`src/rtl/freq_ctrl_pkg.sv`:
```
// Shared types and helpers for the frequency gate controller.
package freq_ctrl_pkg;

  typedef enum logic [1:0] {
    ST_IDLE  = 2'd0,
    ST_CLEAR = 2'd1,
    ST_GATE  = 2'd2,
    ST_LATCH = 2'd3
  } freq_state_t;

  // Gate counter width; it only has to hold GATE_CYCLES-1.
  function automatic int gate_cnt_width(input int cycles);
    return (cycles > 1) ? $clog2(cycles) : 1;
  endfunction

endpackage

```
`src/rtl/freq_sig_edge_detect.sv`:
```
// Rising-edge detector for the measured signal.
// Define FREQ_GATE_SYNC_EN to insert a 2-flop synchronizer ahead of the edge history.
module freq_sig_edge_detect (
  input  logic clk_in,
  input  logic reset_in,
  input  logic sig_in,
  output logic rise_out
);

  logic sig_s;
  logic hist_q, hist_d;

`ifdef FREQ_GATE_SYNC_EN
  logic [1:0] sync_q, sync_d;

  always_comb begin
    sync_d = {sync_q[0], sig_in};
  end

  always_ff @(posedge clk_in) begin
    if (!reset_in) sync_q <= '0;
    else           sync_q <= sync_d;
  end

  assign sig_s = sync_q[1];
`else
  assign sig_s = sig_in;
`endif

  // History follows the signal in every state, so a level that is already high never reads as an edge.
  always_comb begin
    hist_d = sig_s;
  end

  always_ff @(posedge clk_in) begin
    if (!reset_in) hist_q <= 1'b0;
    else           hist_q <= hist_d;
  end

  assign rise_out = sig_s & ~hist_q;

endmodule

```
`src/rtl/freq_gate_controller.sv`:
```
// Gated frequency counter controller: clears an external BCD counter, gates
// sig_in rising edges into it for GATE_CYCLES clocks, then latches the result.
// Optional build macro: FREQ_GATE_SYNC_EN (see freq_sig_edge_detect).
//
// state    | meaning
// ST_IDLE  | waiting for start_in
// ST_CLEAR | one cycle counter clear, gate timer load
// ST_GATE  | counting sig_in edges for GATE_CYCLES cycles
// ST_LATCH | final increment settles, result captured on exit
module freq_gate_controller
  import freq_ctrl_pkg::*;
#(
  parameter int DIGITS_NUM  = 6,
  parameter int GATE_CYCLES = 1000000
) (
  input  logic                    clk_in,
  input  logic                    reset_in,
  input  logic                    start_in,
  input  logic                    continuous_in,
  input  logic                    sig_in,
  input  logic [4*DIGITS_NUM-1:0] cnt_digits_in,
  input  logic                    cnt_carry_in,
  output logic                    cnt_reset_out,
  output logic                    cnt_enable_out,
  output logic [4*DIGITS_NUM-1:0] result_out,
  output logic                    result_valid_out,
  output logic                    overflow_out,
  output logic                    busy_out
);

  localparam int GW = gate_cnt_width(GATE_CYCLES);

  freq_state_t             state_q, state_d;
  logic [GW-1:0]           gate_cnt_q, gate_cnt_d;
  logic [4*DIGITS_NUM-1:0] result_q, result_d;
  logic                    result_valid_q, result_valid_d;
  logic                    overflow_q, overflow_d;
  logic                    ovf_sticky_q, ovf_sticky_d;
  logic                    sig_rise;
  logic                    cnt_enable;

  freq_sig_edge_detect u_edge (
    .clk_in   (clk_in),
    .reset_in (reset_in),
    .sig_in   (sig_in),
    .rise_out (sig_rise)
  );

  always_comb begin
    state_d        = state_q;
    gate_cnt_d     = gate_cnt_q;
    result_d       = result_q;
    result_valid_d = 1'b0;
    overflow_d     = overflow_q;
    ovf_sticky_d   = ovf_sticky_q;
    cnt_enable     = 1'b0;
    case (state_q)
      ST_IDLE: begin
        if (start_in) state_d = ST_CLEAR;
      end
      ST_CLEAR: begin
        gate_cnt_d   = GW'(GATE_CYCLES - 1);
        ovf_sticky_d = 1'b0;
        state_d      = ST_GATE;
      end
      ST_GATE: begin
        cnt_enable = sig_rise;
        if (sig_rise && cnt_carry_in) ovf_sticky_d = 1'b1;
        if (gate_cnt_q == '0) state_d = ST_LATCH;
        else                  gate_cnt_d = gate_cnt_q - GW'(1);
      end
      ST_LATCH: begin
        result_d       = cnt_digits_in;
        overflow_d     = ovf_sticky_q;
        result_valid_d = 1'b1;
        state_d        = continuous_in ? ST_CLEAR : ST_IDLE;
      end
      default: state_d = ST_IDLE;
    endcase
  end

  always_ff @(posedge clk_in) begin
    if (!reset_in) begin
      state_q        <= ST_IDLE;
      gate_cnt_q     <= '0;
      result_q       <= '0;
      result_valid_q <= 1'b0;
      overflow_q     <= 1'b0;
      ovf_sticky_q   <= 1'b0;
    end else begin
      state_q        <= state_d;
      gate_cnt_q     <= gate_cnt_d;
      result_q       <= result_d;
      result_valid_q <= result_valid_d;
      overflow_q     <= overflow_d;
      ovf_sticky_q   <= ovf_sticky_d;
    end
  end

  // The counter is held clear for as long as reset is applied.
  assign cnt_reset_out    = !reset_in || (state_q == ST_CLEAR);
  assign cnt_enable_out   = cnt_enable;
  assign result_out       = result_q;
  assign result_valid_out = result_valid_q;
  assign overflow_out     = overflow_q;
  assign busy_out         = (state_q != ST_IDLE);

endmodule

```
`config.mk`:
```
export PLATFORM = sky130hd
export DESIGN_NAME = freq_gate_controller
export DESIGN_NICKNAME = d
export VERILOG_FILES = /design/src/rtl/freq_ctrl_pkg.sv /design/src/rtl/freq_sig_edge_detect.sv /design/src/rtl/freq_gate_controller.sv
export SDC_FILE = /design/constraint.sdc
export NUM_CORES = 1
export LEC_CHECK = 0
export BUFFER_PORTS_ARGS = -buffer_cell sky130_fd_sc_hd__clkbuf_2
export CAP_MARGIN = 25
export CORE_ASPECT_RATIO = 1.1
export CORE_MARGIN = 2
export CORE_UTILIZATION = 40
export CTS_CLUSTER_DIAMETER = 80
export DETAILED_ROUTE_END_ITERATION = 8
export SYNTH_ARGS = -nofsm -noshare
export SYNTH_HDL_FRONTEND = slang
export SYNTH_HIERARCHICAL = 1
export SYNTH_SLANG_ARGS = --single-unit
export TNS_END_PERCENT = 50
```
`constraint.sdc`:
```
create_clock -name clk_in -period 2.8 [get_ports clk_in]
set_input_delay 0.42 -clock clk_in [delete_from_list [all_inputs] [get_ports clk_in]]
set_output_delay 0.42 -clock clk_in [all_outputs]
set_load 0.03 [all_outputs]
```
==> run metrics, run 1 <==
P_sw=approximately 1100 uW; drt via density=~5.0; switching share of power=roughly 43%; final WL=4.56 mm; Die Y=between 80 and 90 um; clock power share=between 15 and 20%; layout cells sized above 1=about 27%; Post-synth EDFFs=0; Synth area leaders=dfxtp_1 44%, mux2i_1 12%, nor2_1 5.9%; status=finished, final reports clean; number of buffers created by CTS=5; Cell Area, Synth=approximately 0.0023 sq mm; Req. time, crit path=approximately 3 ns; Port Buffers=58; skew final=between 0.01 and 0.015 ns; CP Max Fanout=12; Clock Tree Buf Depth=2; cell taking the most area after synthesis=dfxtp_1; Net Count, Synth=about 280; initial antenna violation count=0; WL/cell=between 10 and 15 um; hold buffer count at cts=0; clk sink count=50; Placement Rows=28; leakage=about 0.0011 uW; Die Width=76 um; RSZ-0062 raised after global routing=no; Clk pin slew, worst setup/hold paths=0.10 ns; routed via count=between 1500 and 2000; max-cap viol count=0; relative slew slack=roughly two thirds; final-report setup violation count=0; layout net count=335; FFs w/ async S/R, synth=0%; Power Dens Cells=about 970 mW/mm^2; fmax=around 430 MHz; register share of total power=37.5%; flop2flop setup slack=around 0.46 ns; R2R cell count=7; critical path arrival=around 2.6 ns; Worst R2R End=gate_cnt_q[7]; cell-internal power=between 1500 and 2000 uW; vias in the first global route=between 1500 and 2000; Syn Area/Cell=~9.4 sq um; clock latency on the worst-skew pair=approximately 0.30 ns; Synth-to-Final Area Change=19.7%; total negative slack=0 ns; final period utilization=~84%; post-cts resize count=0; DR iter-0 viols=about 110; Ys Warns=6; Fin. Hold Viols=0; first-pass GRT wire length=8.27 mm; TritonCTS clock tree=built; Final Core Density=around half; Die Area=approximately 0.0063 sq mm; Critical Path Source=gate_cnt_q[0]; setup bufs post-CTS=0; grt ovf=0; GPL Wtd Cong=0.744; sequential-to-total area share from yosys stat=between 40% and 50%; CTS root buf=clkbuf_8; post-synthesis instance total=approximately 240; Initial Utilization=around 42%; fin crit period=between 2 and 2.5 ns; post-synth cell types=46; CP startpoint kind=flop; DRC violations left=0; Peak supply drop=roughly 0.36 mV; H-tree Lvls=2; DRT Pass-1 Iters=4; worst-margin pin slew=about 0.51 ns; worst setup path end=gate_cnt_q[7]; antenna cells=0; CP Class=flop to flop; largest net degree at the start of global routing=40; Main synth FF type=dfxtp_1; min-delay worst type=primary input to flop; core box area=around 0.0054 sq mm; Crit. End Element=flop; origin of the critical flop-to-flop path=gate_cnt_q[0]; # IOs=59; post-DP HPWL=about 3.3 mm; Seq cells post-synth=50; Yosys top cell area share=between 40% and 50%; All-Layer GR Usage=15.5%; Comb pwr share=between 40% and 50%; number of nets still failing antenna checks after routing=0; fin. max-slew vios=0
## critical path, cell delays in order, from the launching register on
cell and delay (ns):
dfxtp_1 0.35, inv_1 0.10, ha_1 0.14, nor4b_1 0.41
nand3_1 0.48, o21ai_0 0.31, mux2_2 0.35, a21oi_1 0.11
## power groups by stage
stage	Sequential (uW)	Clock, uW	Combinational [uW]
after global routing	1030	474	1400
after CTS	998	451	1230
final	999	434	1230
after floorplan	1050	0	944
after global placement	1010	0	1230
after detailed placement	1010	0	1220
## how the worst min path moves through the flow
stage               depth (start not counted)  slack [ns]              from            end
floorplan                                   2        0.46     gate_cnt_q[7]  gate_cnt_q[7]
finish                                      2        0.33            sig_in  u_edge/hist_q
CTS                                         2        0.33            sig_in  u_edge/hist_q
detailed placement                          2        0.48     gate_cnt_q[7]  gate_cnt_q[7]
global route                                3        0.34  cnt_digits_in[9]  result_out[9]
global placement                            2        0.47     gate_cnt_q[7]  gate_cnt_q[7]
## cells in the final DEF, fill, tap and decap left out, drive strengths merged, types with 2 or more instances in the layout
master,synthesis,layout
dfxtp,50,50
nand3,7,7
a211oi,2,2
nand2,11,11
nor4,5,5
or4,4,4
nor3,3,3
inv,9,10
nand2b,3,3
nor2,36,36
xor2,7,7
o21a,2,2
nand4,4,4
o221a,2,2
ha,7,7
and3,2,2
clkbuf,12,63
nor3b,2,2
and2,5,5
o211ai,2,2
o311ai,2,2
o21ai,6,6
a21oi,13,13
nor4b,2,2
mux2i,27,27
buf,1,4
clkinvlp,0,2
## cells by family (layout without fill, tap and decap cells)
family                     count (synthesis)  count (layout)  synth area share [%]
muxes                                     28              28                  12.3
and+or+nand+nor                           89              89                  20.7
xor gates and xnor gates                   7               7                  2.69
DFF                                       50              50                  43.9
buffers and inverters                     22              79                  3.95
adders and majority gates                  7               7                  3.84
AOI/OAI and AO/OA                         39              39                  12.6
## Yosys cell counts, types with 2 or more instances
cell type,count
dfxtp_1,50
nor2_1,36
mux2i_1,27
a21oi_1,13
clkbuf_1,12
nand2_1,11
inv_1,9
ha_1,7
nand3_1,7
xor2_1,7
and2_1,5
nor4_1,5
nand4_1,4
o21ai_0,4
nand2b_1,3
nor3_1,3
or4_1,3
a211oi_1,2
and3_1,2
nor4b_1,2
o211ai_1,2
o21a_1,2
o221a_2,2
o311ai_0,2
## sequential cells by signal, summed over array words and instances, names as in the netlist
| register | count |
|---|---|
| result_valid_out | 1 |
| overflow_out | 1 |
| result_out | 24 |
| ovf_sticky_q | 1 |
| u_edge/hist_q | 1 |
| gate_cnt_q | 20 |
| state_q | 2 |
## stage by stage
step                power [uW]  worst slack [ns]  hold slack [ns]  std cells  instance area, sq um
floorplan                 1990             0.592            0.457        242                  2280
global placement          2240             0.569            0.473        366                  2640
detailed placement        2240             0.497            0.484        366                  2640
CTS                       2680             0.448            0.327        374                  2730
global route              2900            0.0803            0.336        374                  2730
finish                    2660             0.458            0.333        374                  2730
## metal layers
layer / global-route usage (%) / vias up / part of all wire [%]
met5: 0 / - / 0
met4: 4.46 / 0 / 0.88
met3: 4.89 / 6 / 6.5
met2: 24.3 / 40 / 44
met1: 20.6 / 856 / 49
li1: - / 968 / -
## layout make-up
type | instances | area, sq um
Clock buffer | 5 | 68.8
Multi-Input combinational cell | 170 | 1190
Tap cell | 75 | 93.8
Clock inverter | 3 | 23.8
Inverter | 9 | 33.8
Fill cell | 537 | 2700
Sequential cell | 50 | 1000
Timing Repair Buffer | 62 | 320
Note: power is estimated with default switching activity, not from simulation.
==> run 2: changes to the inputs <==
--- a/config.mk
+++ b/config.mk
@@ -5,6 +5,7 @@
 export SDC_FILE = /design/constraint.sdc
 export NUM_CORES = 1
 export LEC_CHECK = 0
+export ABC_AREA = 1
 export BUFFER_PORTS_ARGS = -buffer_cell sky130_fd_sc_hd__clkbuf_2
 export CAP_MARGIN = 25
 export CORE_ASPECT_RATIO = 1.1
==> constraint.sdc (replaced) <==
create_clock -name clk_in -period 2.2 [get_ports clk_in]
set_input_delay 0.33 -clock clk_in [delete_from_list [all_inputs] [get_ports clk_in]]
set_output_delay 0.33 -clock clk_in [all_outputs]
set_load 0.03 [all_outputs]
==> run 2 against run 1 <==
  * Critical path depth decreased by 1
  * Non-clock buffer count increased by 5
  * Sequential power increased by 26%
  * Clock-buffer cell count unchanged
  * Critical endpoint is now cnt_enable_out
==> run metrics, run 2 <==
Die Area=0.00673 sq mm (was 0.00632 sq mm); vias in the first global route=2339 (was 1781); Post-Synth Adder-Cell Area=3.60% (was 3.84%); sequential-to-total area share from yosys stat=41.1% (was 43.9%); Fin. Hold Viols=0 (unchanged); CP Max Fanout=7 (was 12); DR iter-0 viols=108 (was 114); H-tree Lvls=2 (unchanged); fmax=roughly 530 MHz; antenna cells=0 (unchanged); Placement Rows=29 (was 28); Ys Warns=6 (unchanged); DRC violations left=0 (unchanged); final WL=5.90 mm (was 4.56 mm); relative slew slack=51.1% (was 65.8%); post-synth cell types=27 (was 46); min-delay worst type=primary input to flop (unchanged); clk sink count=50 (unchanged); status=finished, final reports clean (unchanged); Req. time, crit path=1.87 ns (was 3.03 ns); setup bufs post-CTS=0 (unchanged); Cell Area, Synth=0.00243 sq mm (was 0.00228 sq mm); leakage=0.00143 uW (was 0.00112 uW); most frequent CP cell=inv_1; CTS root buf=clkbuf_8 (unchanged); All-Layer GR Usage=19.4% (was 15.5%); Peak supply drop=0.636 mV (was 0.357 mV); initial antenna violation count=0 (unchanged); most frequent cells in the layout=85 x nor2_1, 58 x clkbuf_2, 55 x nand2_1 (was 58 x clkbuf_2, 50 x dfxtp_1, 36 x nor2_1); fin crit period=1.87 ns; Syn Area/Cell=6.84 sq um (was 9.43 sq um); CP startpoint kind=flop (unchanged); Worst R2R End=gate_cnt_q[13] (was gate_cnt_q[7]); Post-synth EDFFs=0 (unchanged); origin of the critical flop-to-flop path=gate_cnt_q[0] (unchanged); mux cell area share after synthesis=0% (was 12.3%); Die Width=78.4 um (was 76 um); Yosys top cell area share=41.1% (was 43.9%); worst slack, placed=0.478 ns (was 0.497 ns); XOR/XNOR Fraction of Synth Area=1.08% (was 2.69%); skew final=0.00815 ns (was 0.0111 ns); flop2flop setup slack=0.44 ns (was 0.46 ns); Die Y=85.8 um (was 83.2 um); WL/cell=12.0 um (was 12.2 um); # IOs=59 (unchanged); routed via count=2369 (was 1870); Hold Path Depth=3 (was 2); Initial Utilization=41.7% (was 42.0%); post-synthesis simple-gate area fraction=34.4% (was 20.7%); Power Dens Cells=1340 mW/mm^2 (was 974 mW/mm^2); first-pass GRT wire length=10.5 mm (was 8.27 mm); drt via density=4.82 (was 5.00); Net Count, Synth=393 (was 279); CP max stage cell=dfxtp_1 (was nand3_1); final period utilization=85.2%; Seq cells post-synth=50 (unchanged); number of nets still failing antenna checks after routing=0 (unchanged); Crit. End Element=output pin (was flop); layout cells sized above 1=20.7% (was 27.4%); number of buffers created by CTS=5 (unchanged); largest family of logic cells by synthesized area=simple AND/OR/NAND/NOR gates (unchanged); CP cell instances=inv_1 > ha_1 > buf_4 > nand2_1 > inv_1 > clkbuf_2 (was inv_1 > ha_1 > nor4b_1 > nand3_1 > o21ai_0 > mux2_2 > a21oi_1); hold buffer count at cts=0 (unchanged); RSZ-0062 raised after global routing=no (unchanged); Main synth FF type=dfxtp_1 (unchanged); DRT Pass-1 Iters=4 (unchanged); R2R cell count=12 (was 7); hold_ws=0.210 ns (was 0.333 ns); post-synthesis instance total=356 (was 242); final-report setup violation count=0 (unchanged); TritonCTS clock tree=built (unchanged); GPL Wtd Cong=0.908 (was 0.744); post-synthesis compound-gate area fraction=11.7% (was 12.6%); total negative slack=0 ns (unchanged); clock latency on the worst-skew pair=0.32 ns (was 0.30 ns); layout net count=452 (was 335); Clk pin slew, worst setup/hold paths=0.10 ns (about the same); filler cell count=602 (was 537); Largest register FFs=24 (unchanged); Synth top cells by count=85 x nor2_1, 55 x nand2_1, 50 x dfxtp_1 (was 50 x dfxtp_1, 36 x nor2_1, 27 x mux2i_1); WHS Endpoint=u_edge/hist_q (unchanged); fin. max-slew vios=0 (unchanged); Synth area leaders=dfxtp_1 41%, nor2_1 13%, nand2_1 8.5% (was dfxtp_1 44%, mux2i_1 12%, nor2_1 5.9%); max-cap viol count=0 (unchanged); Port Buffers=58 (unchanged); post-cts resize count=0 (unchanged); critical path arrival=1.54 ns (was 2.57 ns); final setup margin=0.326 ns (was 0.458 ns); largest net degree at the start of global routing=28 (was 40); Synth-to-Final Area Change=19.0% (was 19.7%); CP Class=flop to output pin (was flop to flop); min-delay src=sig_in (unchanged); core box area=0.00584 sq mm (was 0.00543 sq mm); post-DP HPWL=4.29 mm (was 3.26 mm); worst-margin pin slew=0.733 ns (was 0.510 ns); most frequent cell after synthesis=nor2_1 (was dfxtp_1); max incr delay on CP=0.43 ns (was 0.48 ns); Clock Tree Buf Depth=2 (unchanged); most common cell after layout, fill and taps aside=nor2_1 (was clkbuf_2); FFs w/ async S/R, synth=0% (unchanged); grt ovf=0 (unchanged); cell taking the most area after synthesis=dfxtp_1 (unchanged)
run 2: how the worst max path moves through the flow:
| stage | start | to | slack (ns) | cells past startpoint |
|---|---|---|---|---|
| 2_1_floorplan | state_q[0] | gate_cnt_q[10] | 0.60 | 8 |
| 3_3_place_gp | gate_cnt_q[0] | gate_cnt_q[7] | 0.51 | 12 |
| 3_5_place_dp | gate_cnt_q[0] | gate_cnt_q[13] | 0.48 | 12 |
| 4_1_cts | state_q[0] | cnt_enable_out | 0.33 | 6 |
| 5_1_grt | state_q[0] | cnt_enable_out | 0.22 | 6 |
| 6_report | state_q[0] | cnt_enable_out | 0.33 | 6 |
run 2: layout make-up:
class,count,area (sq um),share of cell area (%)
repair buffers,67,358,12.3
flip-flops and latches,50,1000,34.5
clock inverters,2,17.5,0.604
clock buffers,5,68.8,2.37
multi-input cells,259,1240,42.7
inverters,32,120,4.15
well taps,77,96.3,3.32
run 2: metrics by stage:
step           cell area, sq um  utilization, %  instances  power (uW)
6_report                   2900            49.6        492        3890
5_1_grt                    2900            49.6        492        4270
4_1_cts                    2900            49.6        492        3910
3_5_place_dp               2810            48.1        485        3350
3_3_place_gp               2810            48.1        485        3330
2_1_floorplan              2430               -        356        2820
run 2: where the power goes:
| part | leakage (uW) | internal [uW] | switching, uW |
|---|---|---|---|
| Combinational | 0.000978 | 724 | 1350 |
| Clock | 0.0000450 | 227 | 336 |
| Sequential | 0.000407 | 1100 | 159 |
| Total | 0.00143 | 2050 | 1840 |
run 2: kinds of logic after synthesis:
group	count (synthesis)
simple gates	193
compound gates	56
buf+inv	47
xor+xnor	3
fa+ha+maj	7
flops	50
run 2: worst max-delay path: cells and delay by family, from the launching register on:
family                   cells  cell delay [ns]
adder cells (fa/ha/maj)      1             0.23
flip-flops                   1             0.43
AND/OR/NAND/NOR              1             0.06
buffers and inverters        4             0.50
run 2: routing by layer:
layer  part of all wire (%)  GRT usage (%)
met1                     47           23.9
met2                     46           33.1
met3                    6.5           5.47
met4                    1.3           5.74
met5                      0              0
==> run 3: changes to the inputs <==
--- a/config.mk
+++ b/config.mk
@@ -10,9 +10,10 @@
 export CAP_MARGIN = 25
 export CORE_ASPECT_RATIO = 1.1
 export CORE_MARGIN = 2
-export CORE_UTILIZATION = 40
+export CORE_UTILIZATION = 57
 export CTS_CLUSTER_DIAMETER = 80
 export DETAILED_ROUTE_END_ITERATION = 8
+export PLACE_DENSITY = 0.84
 export SYNTH_ARGS = -nofsm -noshare
 export SYNTH_HDL_FRONTEND = slang
 export SYNTH_HIERARCHICAL = 1
==> constraint.sdc (replaced) <==
create_clock -name clk_in -period 2.44 [get_ports clk_in]
set_input_delay 0.366 -clock clk_in [delete_from_list [all_inputs] [get_ports clk_in]]
set_output_delay 0.366 -clock clk_in [all_outputs]
set_load 0.03 [all_outputs]
==> run 3 against run 2 <==
  * Hold slack better by 0.038 ns
  * Final area shrank 2.2%
  * First-iteration DRC count rose by 24%
  * Core utilization grew 21 points
  * Sequential cell count unchanged
  * Critical path depth rose by 1
  * Setup slack improved by 0.11 ns
  * Sequential power is 9.5% lower
==> run metrics, run 3 (synthesis gave the netlist of run 2 again) <==
H-tree Lvls=2 (unchanged); min-delay src=sig_in (unchanged); critical path arrival=2.24 ns (was 1.54 ns); Die Y=72.6 um (was 85.8 um); final-report setup violation count=0 (unchanged); Synth-to-Final Area Change=16.4% (was 19.0%); CP max stage cell=dfxtp_1 (unchanged); status=finished, final reports clean (unchanged); fin crit period=roughly 2.0 ns; RSZ-0062 raised after global routing=no (unchanged); number of buffers created by CTS=5 (unchanged); skew final=0.00782 ns (was 0.00815 ns); final WL=5.68 mm (was 5.90 mm); drt via density=5.27 (was 4.82); setup bufs post-CTS=0 (unchanged); grt ovf=0 (unchanged); R2R cell count=7 (was 12); Peak supply drop=0.586 mV (was 0.636 mV); routed via count=2442 (was 2369); Clk pin slew, worst setup/hold paths=0.09 ns (was 0.10 ns); vias in the first global route=2378 (was 2339); max-cap viol count=0 (unchanged); Clock Tree Buf Depth=2 (unchanged); Hold Path Depth=3 (unchanged); Largest register FFs=24 (unchanged); number of nets still failing antenna checks after routing=0 (unchanged); core box area=0.00402 sq mm (was 0.00584 sq mm); hold buffer count at cts=0 (unchanged); Crit. End Element=flop (was output pin); All-Layer GR Usage=25.4% (was 19.4%); Port Buffers=58 (unchanged); WHS Endpoint=u_edge/hist_q (unchanged); CP delay by family, top=simple AND/OR/NAND/NOR gates (was buffers and inverters); Initial Utilization=60.5% (was 41.7%); clock latency on the worst-skew pair=0.31 ns (was 0.32 ns); CP Class=flop to flop (was flop to output pin); clk sink count=50 (unchanged); TritonCTS clock tree=built (unchanged); Power Dens Cells=1210 mW/mm^2 (was 1340 mW/mm^2); final period utilization=82.1%; layout net count=448 (was 452); fmax=between 400 and 500 MHz; Die Width=66.3 um (was 78.4 um); total negative slack=0 ns (unchanged); met2 routed WL=2.88 mm (was 2.69 mm); Req. time, crit path=2.67 ns (was 1.87 ns); Placement Rows=24 (was 29); GPL Wtd Cong=0.932 (was 0.908); Die Area=0.00481 sq mm (was 0.00673 sq mm); Highest Signal Layer=met4 (unchanged); post-cts resize count=0 (unchanged); leakage=0.00140 uW (was 0.00143 uW); CP Max Fanout=15 (was 7); max incr delay on CP=0.47 ns (was 0.43 ns); relative slew slack=53.3% (was 51.1%); most frequent cells in the layout=85 x nor2_1, 58 x clkbuf_2, 55 x nand2_1 (unchanged); CP startpoint kind=flop (unchanged); # IOs=59 (unchanged); origin of the critical flop-to-flop path=state_q[0] (was gate_cnt_q[0]); initial antenna violation count=0 (unchanged); post-DP HPWL=4.14 mm (was 4.29 mm); most common cell after layout, fill and taps aside=nor2_1 (unchanged); Final Core Density=70.4% (was 49.6%); wire length on met3=383 um (was 385 um); Fin. Hold Viols=0 (unchanged); most frequent CP cell=inv_1 (unchanged); layout cells sized above 1=20.0% (was 20.7%); DR iter-0 viols=134 (was 108); fin. max-slew vios=0 (unchanged); CTS root buf=clkbuf_8 (unchanged); min-delay worst type=primary input to flop (unchanged); WL/cell=12.3 um (was 12.0 um); DRC violations left=0 (unchanged); flop2flop setup slack=0.44 ns (about the same); DRT Pass-1 Iters=7 (was 4); antenna cells=0 (unchanged); worst-margin pin slew=0.699 ns (was 0.733 ns); CP cell instances=inv_1 > ha_1 > nor2_1 > inv_1 > nand2_1 > o21ai_0 > a21oi_1 (was inv_1 > ha_1 > buf_4 > nand2_1 > inv_1 > clkbuf_2); Buffers & Inverters on Critical Path=2 (was 4); Critical Path Source=state_q[0] (unchanged); largest net degree at the start of global routing=39 (was 28); first-pass GRT wire length=9.58 mm (was 10.5 mm); WL met1=2.32 mm (was 2.75 mm); Worst R2R End=gate_cnt_q[3] (was gate_cnt_q[13])
run 3: stage by stage:
step	hold WS [ns]	cell area (sq um)	setup slack [ns]	instances	power (uW)
6_report	0.247	2830	0.436	463	3420
2_1_floorplan	0.429	2430	0.842	356	2540
3_3_place_gp	0.445	2750	0.513	456	2910
3_5_place_dp	0.460	2750	0.458	456	2960
5_1_grt	0.280	2830	0.233	463	3720
4_1_cts	0.240	2830	0.427	463	3420
run 3: how the worst max path moves through the flow:
stage	end	slack [ns]	cells after the start
final	gate_cnt_q[3]	0.44	7
after global routing	gate_cnt_q[3]	0.23	7
after CTS	gate_cnt_q[3]	0.43	7
after detailed placement	gate_cnt_q[3]	0.46	7
after global placement	gate_cnt_q[8]	0.51	8
after floorplan	gate_cnt_q[10]	0.84	8
run 3: power by group:
group          leakage [uW]  internal (uW)  total [uW]  switching (uW)
registers          0.000407            994        1140             148
clock network     0.0000362            196         464             268
logic              0.000957            615        1810            1200
run 3: worst reg2reg max path, stage by stage, from the launching register on:
cell and delay [ns]:
dfxtp_1 0.47, inv_1 0.13, ha_1 0.23, nor2_1 0.27, inv_1 0.10, nand2_1 0.40, o21ai_0 0.17, a21oi_1 0.16
run 3: per-layer routing:
metal  up-vias  global-route usage [%]
met5         -                       0
met2        75                    44.8
met1      1113                    27.6
met4         0                    11.6
li1       1245                       -
met3         9                    7.60
run 3: cell type report:
cell class	count	area, sq um
flip-flops and latches	50	1000
multi-input cells	259	1240
fillers	372	1190
clock buffers	5	68.8
well taps	52	65.1
inverters	32	120
repair buffers	63	328
clock inverters	2	15.0
